### src/rtl/cpu_types_pkg.sv
// cpu_types_pkg: types shared between the cpu, caches and ram model.
// Holds the ram handshake state and the word type.
package cpu_types_pkg;

  localparam int WORD_W = 32;

  typedef logic [WORD_W-1:0] word_t;

  typedef enum logic [1:0] {
    FREE,
    BUSY,
    ACCESS,
    ERROR
  } ramstate_t;

endpackage

### src/rtl/diaosi_types_pkg.sv
// diaosi_types_pkg: state types for the L1 caches and the memory arbiter.
// Also carries the dcache streak counter type and its saturating step.
package diaosi_types_pkg;

  typedef enum logic [1:0] {
    IDLE,
    ISERVE,
    DSERVE
  } arb_state_t;

  typedef enum logic [1:0] {
    IC_IDLE,
    IC_FILL
  } icache_state_t;

  typedef enum logic [2:0] {
    DC_IDLE,
    DC_WB,
    DC_FILL,
    DC_FLUSH,
    DC_HALT
  } dcache_state_t;

  typedef logic [2:0] streak_t;

  function automatic streak_t streak_inc(streak_t s);
    return (s == '1) ? s : s + 3'd1;
  endfunction

endpackage

### src/rtl/mem_arbiter.sv
// mem_arbiter: serialises icache reads and dcache reads/writes onto one
// ram port; dcache wins unless icache has waited MAX_DSTREAK dcache grants.
module mem_arbiter
  import cpu_types_pkg::*;
  import diaosi_types_pkg::*;
#(
  parameter int unsigned MAX_DSTREAK = 4
) (
  input  logic        CLK,
  input  logic        nRST,
  input  logic        iREN,
  input  logic [31:0] iaddr,
  output logic        iwait,
  output logic [31:0] iload,
  input  logic        dREN,
  input  logic        dWEN,
  input  logic [31:0] daddr,
  input  logic [31:0] dstore,
  output logic        dwait,
  output logic [31:0] dload,
  output logic        ramREN,
  output logic        ramWEN,
  output logic [31:0] ramaddr,
  output logic [31:0] ramstore,
  input  logic [31:0] ramload,
  input  ramstate_t   ramstate,
  output logic        err
);

  localparam streak_t LIMIT = streak_t'(MAX_DSTREAK);

  arb_state_t state, nstate;
  streak_t    dstreak, nstreak;

  logic d_req;
  logic d_serve;
  logic i_serve;
  logic d_done;
  logic i_done;
  logic err_set;

  assign d_req   = dREN | dWEN;
  assign d_serve = (state == DSERVE) && d_req;
  assign i_serve = (state == ISERVE) && iREN;
  assign d_done  = d_serve && (ramstate == ACCESS);
  assign i_done  = i_serve && (ramstate == ACCESS);

  // a dual read/write request is served as a write but flagged
  assign err_set = (d_serve && dREN && dWEN)
                || ((d_serve || i_serve) && (ramstate == ERROR));

  always_ff @(posedge CLK or negedge nRST) begin
    if (!nRST) begin
      state   <= IDLE;
      dstreak <= '0;
      err     <= 1'b0;
    end else begin
      state   <= nstate;
      dstreak <= nstreak;
      err     <= err | err_set;
    end
  end

  always_comb begin
    nstate = state;
    unique case (state)
      IDLE: begin
        if (d_req && (dstreak < LIMIT))
          nstate = DSERVE;
        else if (iREN)
          nstate = ISERVE;
      end
      DSERVE: begin
        if (!d_req || (ramstate == ACCESS))
          nstate = IDLE;
      end
      ISERVE: begin
        if (!iREN || (ramstate == ACCESS))
          nstate = IDLE;
      end
      default: nstate = IDLE;
    endcase
  end

  // streak only counts while an icache request is actually waiting
  always_comb begin
    nstreak = dstreak;
    if (!iREN || i_done)
      nstreak = '0;
    else if (d_done)
      nstreak = streak_inc(dstreak);
  end

  always_comb begin
    iwait    = 1'b1;
    dwait    = 1'b1;
    iload    = '0;
    dload    = '0;
    ramREN   = 1'b0;
    ramWEN   = 1'b0;
    ramaddr  = '0;
    ramstore = '0;
    unique case (state)
      DSERVE: begin
        ramaddr  = daddr;
        ramstore = dstore;
        ramWEN   = dWEN;
        ramREN   = dREN & ~dWEN;
        if (d_done) begin
          dwait = 1'b0;
          dload = ramload;
        end
      end
      ISERVE: begin
        ramaddr = iaddr;
        ramREN  = 1'b1;
        if (i_done) begin
          iwait = 1'b0;
          iload = ramload;
        end
      end
      default: ;
    endcase
  end

endmodule

### config.mk
export PLATFORM = sky130hd
export DESIGN_NAME = mem_arbiter
export DESIGN_NICKNAME = d
export VERILOG_FILES = /design/src/rtl/cpu_types_pkg.sv /design/src/rtl/diaosi_types_pkg.sv /design/src/rtl/mem_arbiter.sv
export SDC_FILE = /design/constraint.sdc
export NUM_CORES = 1
export LEC_CHECK = 0
export ABC_AREA = 1
export BUFFER_PORTS_ARGS = -buffer_cell sky130_fd_sc_hd__buf_2
export CORE_AREA = 2 2 103 105
export DETAILED_ROUTE_END_ITERATION = 10
export DIE_AREA = 0 0 105 107
export GPL_ROUTABILITY_DRIVEN = 1
export GPL_TIMING_DRIVEN = 0
export PLACE_DENSITY_LB_ADDON = 0.2
export SYNTH_ARGS = -nofsm -noshare
export SYNTH_HDL_FRONTEND = slang
export SYNTH_SLANG_ARGS = --single-unit
### constraint.sdc
create_clock -name CLK -period 4.1 [get_ports CLK]
set_input_delay 0.82 -clock CLK [delete_from_list [all_inputs] [get_ports CLK]]
set_output_delay 0.82 -clock CLK [all_outputs]
set_load 0.005 [all_outputs]
== After elaboration in Yosys (flattened, before gate mapping) ==
Index checks and enable logic that the tools add are counted.
Widths: inputs -> output; s select.

* Register bits after elaboration: 6
* Bits of input ports: 135
* Output and inout bits: 133

* $add $sub $neg: 1
* Order comparisons: 1
* Equal/unequal tests: 9
* Muxes and demuxes: 20
* Bitwise logic cells: 4
* Reduce and logical (&&, ||, !) cells: 19

{| class="wikitable"
|+ Operators with widths
! cell !! count
|-
| $mux 32 || 5
|-
| $pmux 32 s2 || 1
|-
| $mux 3 || 3
|-
| $logic_and 1x1->1 || 8
|-
| $mux 2 || 4
|-
| $eq 2x2->1 const B || 3
|-
| $pmux 2 s3 || 1
|-
| $logic_or 1x1->1 || 5
|-
| $mux 1 || 5
|-
| $ne 2x1->1 const B || 2
|-
| $add 3x1->3 const B || 1
|-
| $eq 3x3->1 const B || 1
|-
| $lt 3x3->1 const B || 1
|-
| $ne 3x3->1 const B || 1
|-
| $reduce_and 3->1 || 1
|-
| $eq 2x1->1 const B || 1
|-
| $logic_not 1->1 || 2
|-
| $logic_not 2->1 || 1
|-
| $ne 2x2->1 const B || 1
|-
| $or 1x1->1 || 2
|-
| $pmux 1 s2 || 1
|-
| $reduce_and 2->1 || 1
|-
| $reduce_bool 2->1 || 1
|-
| $and 1x1->1 || 1
|-
| $not 1->1 || 1
|}

== Logic depth before layout (Yosys ltp) ==
* Depth after elaboration: 6
* Mapped depth: 9

== Worst setup path after synthesis ==
Ideal clock, no wire load.

* Path type: input to output
* From: input ramstate[0]
* To: output dload[10]
* Arrival: 1.411 ns
* Setup slack: 1.869 ns
* Stages: 6
* Buffers on the path: 1
* Cell sequence: inv_1 > nand2_1 > inv_1 > nand2_2 > buf_2 > nor2_1

* Longest elaborated chain between the ends: 4

{| class="wikitable"
|+ Ends and longest elaborated chain
! element !! RTL line !! text
|-
| start, declared || mem_arbiter.sv:26 || <nowiki>input ramstate_t ramstate,</nowiki>
|-
| $eq 2x2->1 || mem_arbiter.sv:45 || <nowiki>assign d_done = d_serve && (ramstate == ACCESS);</nowiki>
|-
| $logic_and 1x1->1 || mem_arbiter.sv:45 ||
|-
| $mux 32 || mem_arbiter.sv:109 || <nowiki>if (d_done) begin</nowiki>
|-
| $mux 32 || mem_arbiter.sv:103 || <nowiki>unique case (state)</nowiki>
|-
| end, declared || mem_arbiter.sv:20 || <nowiki>output logic [31:0] dload,</nowiki>
|}

No other way between the ends.

== Worst setup path in the final report ==
* From: register state[0]
* To: output ramaddr[7]

* Longest elaborated chain between the ends: 2

{| class="wikitable"
|+ Ends and longest elaborated chain
! element !! RTL line !! text
|-
| start, declared || mem_arbiter.sv:32 || <nowiki>arb_state_t state, nstate;</nowiki>
|-
| start signal, assigned || mem_arbiter.sv:58 || <nowiki>state <= nstate;</nowiki>
|-
| $eq 2x1->1 / $eq 2x2->1 (equally long branches) || mem_arbiter.sv:103 ||
|-
| $pmux 32 s2 * || mem_arbiter.sv:103 ||
|-
| end, declared || mem_arbiter.sv:23 || <nowiki>output logic [31:0] ramaddr,</nowiki>
|}

Every way passes the cells marked *; elsewhere a longest branch is shown, timed or not.

==> results.toml <==
[floorplan]
ioPinCount = 268
dieArea_sq_um = 11200
initial_utilization_pct = 15.4
chipHeight_microns = 107
die-width_microns = 105
rows = 37
core_sq_um = 10100

[detailed_routing]
drc = 0
totalWireLength_mm = 8.38
via_per_inst = 3.91
via_count = 2903
drt-pass1-iter-count = 5
drt_iter0_markers = 147
ant_nets = 0
post_drt_wl_per_cell_microns = 11.3

[power]
finalPower_uw = 952
power_density_nw_per_um2 = 307
p_leak_nw = 2.32
irDropWorstVdd_uv = 147

[clock_tree]
cts-root-buf = "clkbuf_8"
post_cts_buffers = 0
clk_latency_ps = 220
cts_tree = "built"
cts_hold_buf = 0
clock-sinks = 6
numCtsBuffers = 3
htree_levels = 1
cts_resized = 0
clk_pin_slew_ps = 40
cts_buffer_depth = 2

[worst_setup_path]
cp.required_ps = 3280
slowest_stage = "clkbuf_1"
r2r_slack_ps = 2680
critPathLaunchType = "flip-flop"
crit_cells = 6
slowest_delay_ps = 410
rr_worst_depth = 8
timing.critical_path.buf_inv = 4
r2r-end = "dstreak[0]$_DFFE_PN0P_"
path_delay_family = "buffers and inverters"
cp.arrival_ps = 1770
r2r_start = "state[0]$_DFFE_PN0P_"
worstSetupPathType = "reg -> out"
crit_chain = "inv_1 > ha_1 > inv_1 > clkbuf_1 > a21oi_1 > buf_2"
path_max_fanout = 10
cp_common_cell = "inv_1"
endpoint_kind = "primary output"

[cells_and_area]
drive_gt1_share_pct = 48.4
fin_util_pct = 30.7
area_growth_pct = 99.7
final-instance-count-excl-fill = 743
n_antenna_cell = 0
design_area_sq_um = 3100
final_net_count = 749

[placed_design]
place_inst = 740
dp_hpwl_mm = 7.32
placed_area_sq_um = 3060
portBuffers = 267
place_ws_ps = 1500
place.gp.congestion = 0.805

[sta]
tns_ps = 0
tightest_slew_ps = 483
drv_slew = 0
hold_viol_final = 0
fin_ws_ps = 1510
hold_ws_ps = 417
rsz0062_at_grt = "no"
setup_viol = 0
max_freq_mhz = 386
relSlewSlack_pct = 67.8
final.setup_skew_ps = 2.51
final.min_clock_period_ps = 2590
fin_crit_sh_pct = 63.1

[global_routing]
grt_start_max_net_pins = 11
grt_pass1_wl_mm = 12.5
grt_overflow = 0
grt_pass1_vias = 2646
antenna_found_initial = 0
grt_usage_pct = 13.3

[run_status]
status = "completed"

[yosys]
synth_area_sq_um = 1550
synthAdderAreaFrac_pct = 4.03
yosysUniqueCellTypes = 18
ys_seq_area_share_pct = 9.67
synth_compound_area_share_pct = 11.6
ys_ff_latch = 6
syn_nets = 477
synth_top_family_by_area = "simple AND/OR/NAND/NOR gates"
syn_avg_cell_area_sq_um = 4.61
synth-simple-area-share_pct = 50.0
synthXorXnorAreaFrac_pct = 0
yosys_warnings = 0
muxShareOfSynthArea_pct = 0
synthCells = 337

[run]
drv_cap = 0

[min_path]
hold_class = "in -> async"
Yosys cell counts, drive strengths merged:
cell type / number / area, sq um
nand2: 112 / 425
inv: 75 / 282
nor2: 72 / 285
a21oi: 32 / 160
buf: 16 / 87.6
nand3: 10 / 50.1
dfrtp: 6 / 150
ha: 5 / 62.6
clkbuf: 4 / 15.0
nand3b: 2 / 15.0
o21a: 1 / 7.51
o21ai: 1 / 5.00
o21bai: 1 / 7.51
sequential cells by signal, summed over array words and instances (netlist names):
register and count:
dstreak 3, err 1, state 2
worst register-to-register path: cells and delay by family, from the launching register on:
kind                       cells  cell delay, ps
adders and majority gates      1             260
buffers and inverters          2             130
DFF                            1             390
and+or+nand+nor                5             570
logic make-up after synthesis:
| family | count (synthesis) |
|---|---|
| AND/OR/NAND/NOR | 196 |
| buffers and inverters | 95 |
| AO/OA/AOI/OAI | 35 |
| flip-flops | 6 |
| adder cells (fa/ha/maj) | 5 |
per-layer routing:
layer	global-route usage (%)	share of wire, %	vias up
met3	1.95	8.2	4
met1	15.5	39	1227
met2	25.8	52	162
met4	2.38	0.72	0
met5	0	0	-
li1	-	-	1510
cell type report:
cell class	count	area, sq um
sequential	6	150
timing repair buffer	267	1340
inverter	75	282
tap	136	170
multi-input combinational	236	1020
buffer	20	103
fill	1147	6990
clock buffer	3	41.3
where the power goes:
part | internal (mW) | switching (mW)
logic | 0.323 | 0.469
registers | 0.0676 | 0.00645
clock network | 0.0629 | 0.0236
total | 0.453 | 0.499
layout by cell type, fill, tap and decap left out:
cell type and n:
a21oi_1 32, buf_2 280, buf_4 3, clkbuf_1 4, clkbuf_8 3, dfrtp_1 6, ha_1 5, inv_1 73
inv_2 2, nand2_1 110, nand2_2 2, nand3_1 10, nand3b_1 2, nor2_1 68, nor2_2 3, nor2_4 1
o21a_1 1, o21ai_0 1, o21bai_1 1
how the worst max path moves through the flow:
stage	slack, ps	startpoint	endpoint
finish	1510	state[0]$_DFFE_PN0P_	ramaddr[7]
global route	1260	state[0]$_DFFE_PN0P_	ramaddr[5]
CTS	1460	state[0]$_DFFE_PN0P_	ramaddr[6]
detailed placement	1500	ramstate[0]	dload[21]
global placement	1510	dREN	dload[9]
floorplan	1870	ramstate[0]	dload[10]
(Power assumes the default switching activity.)
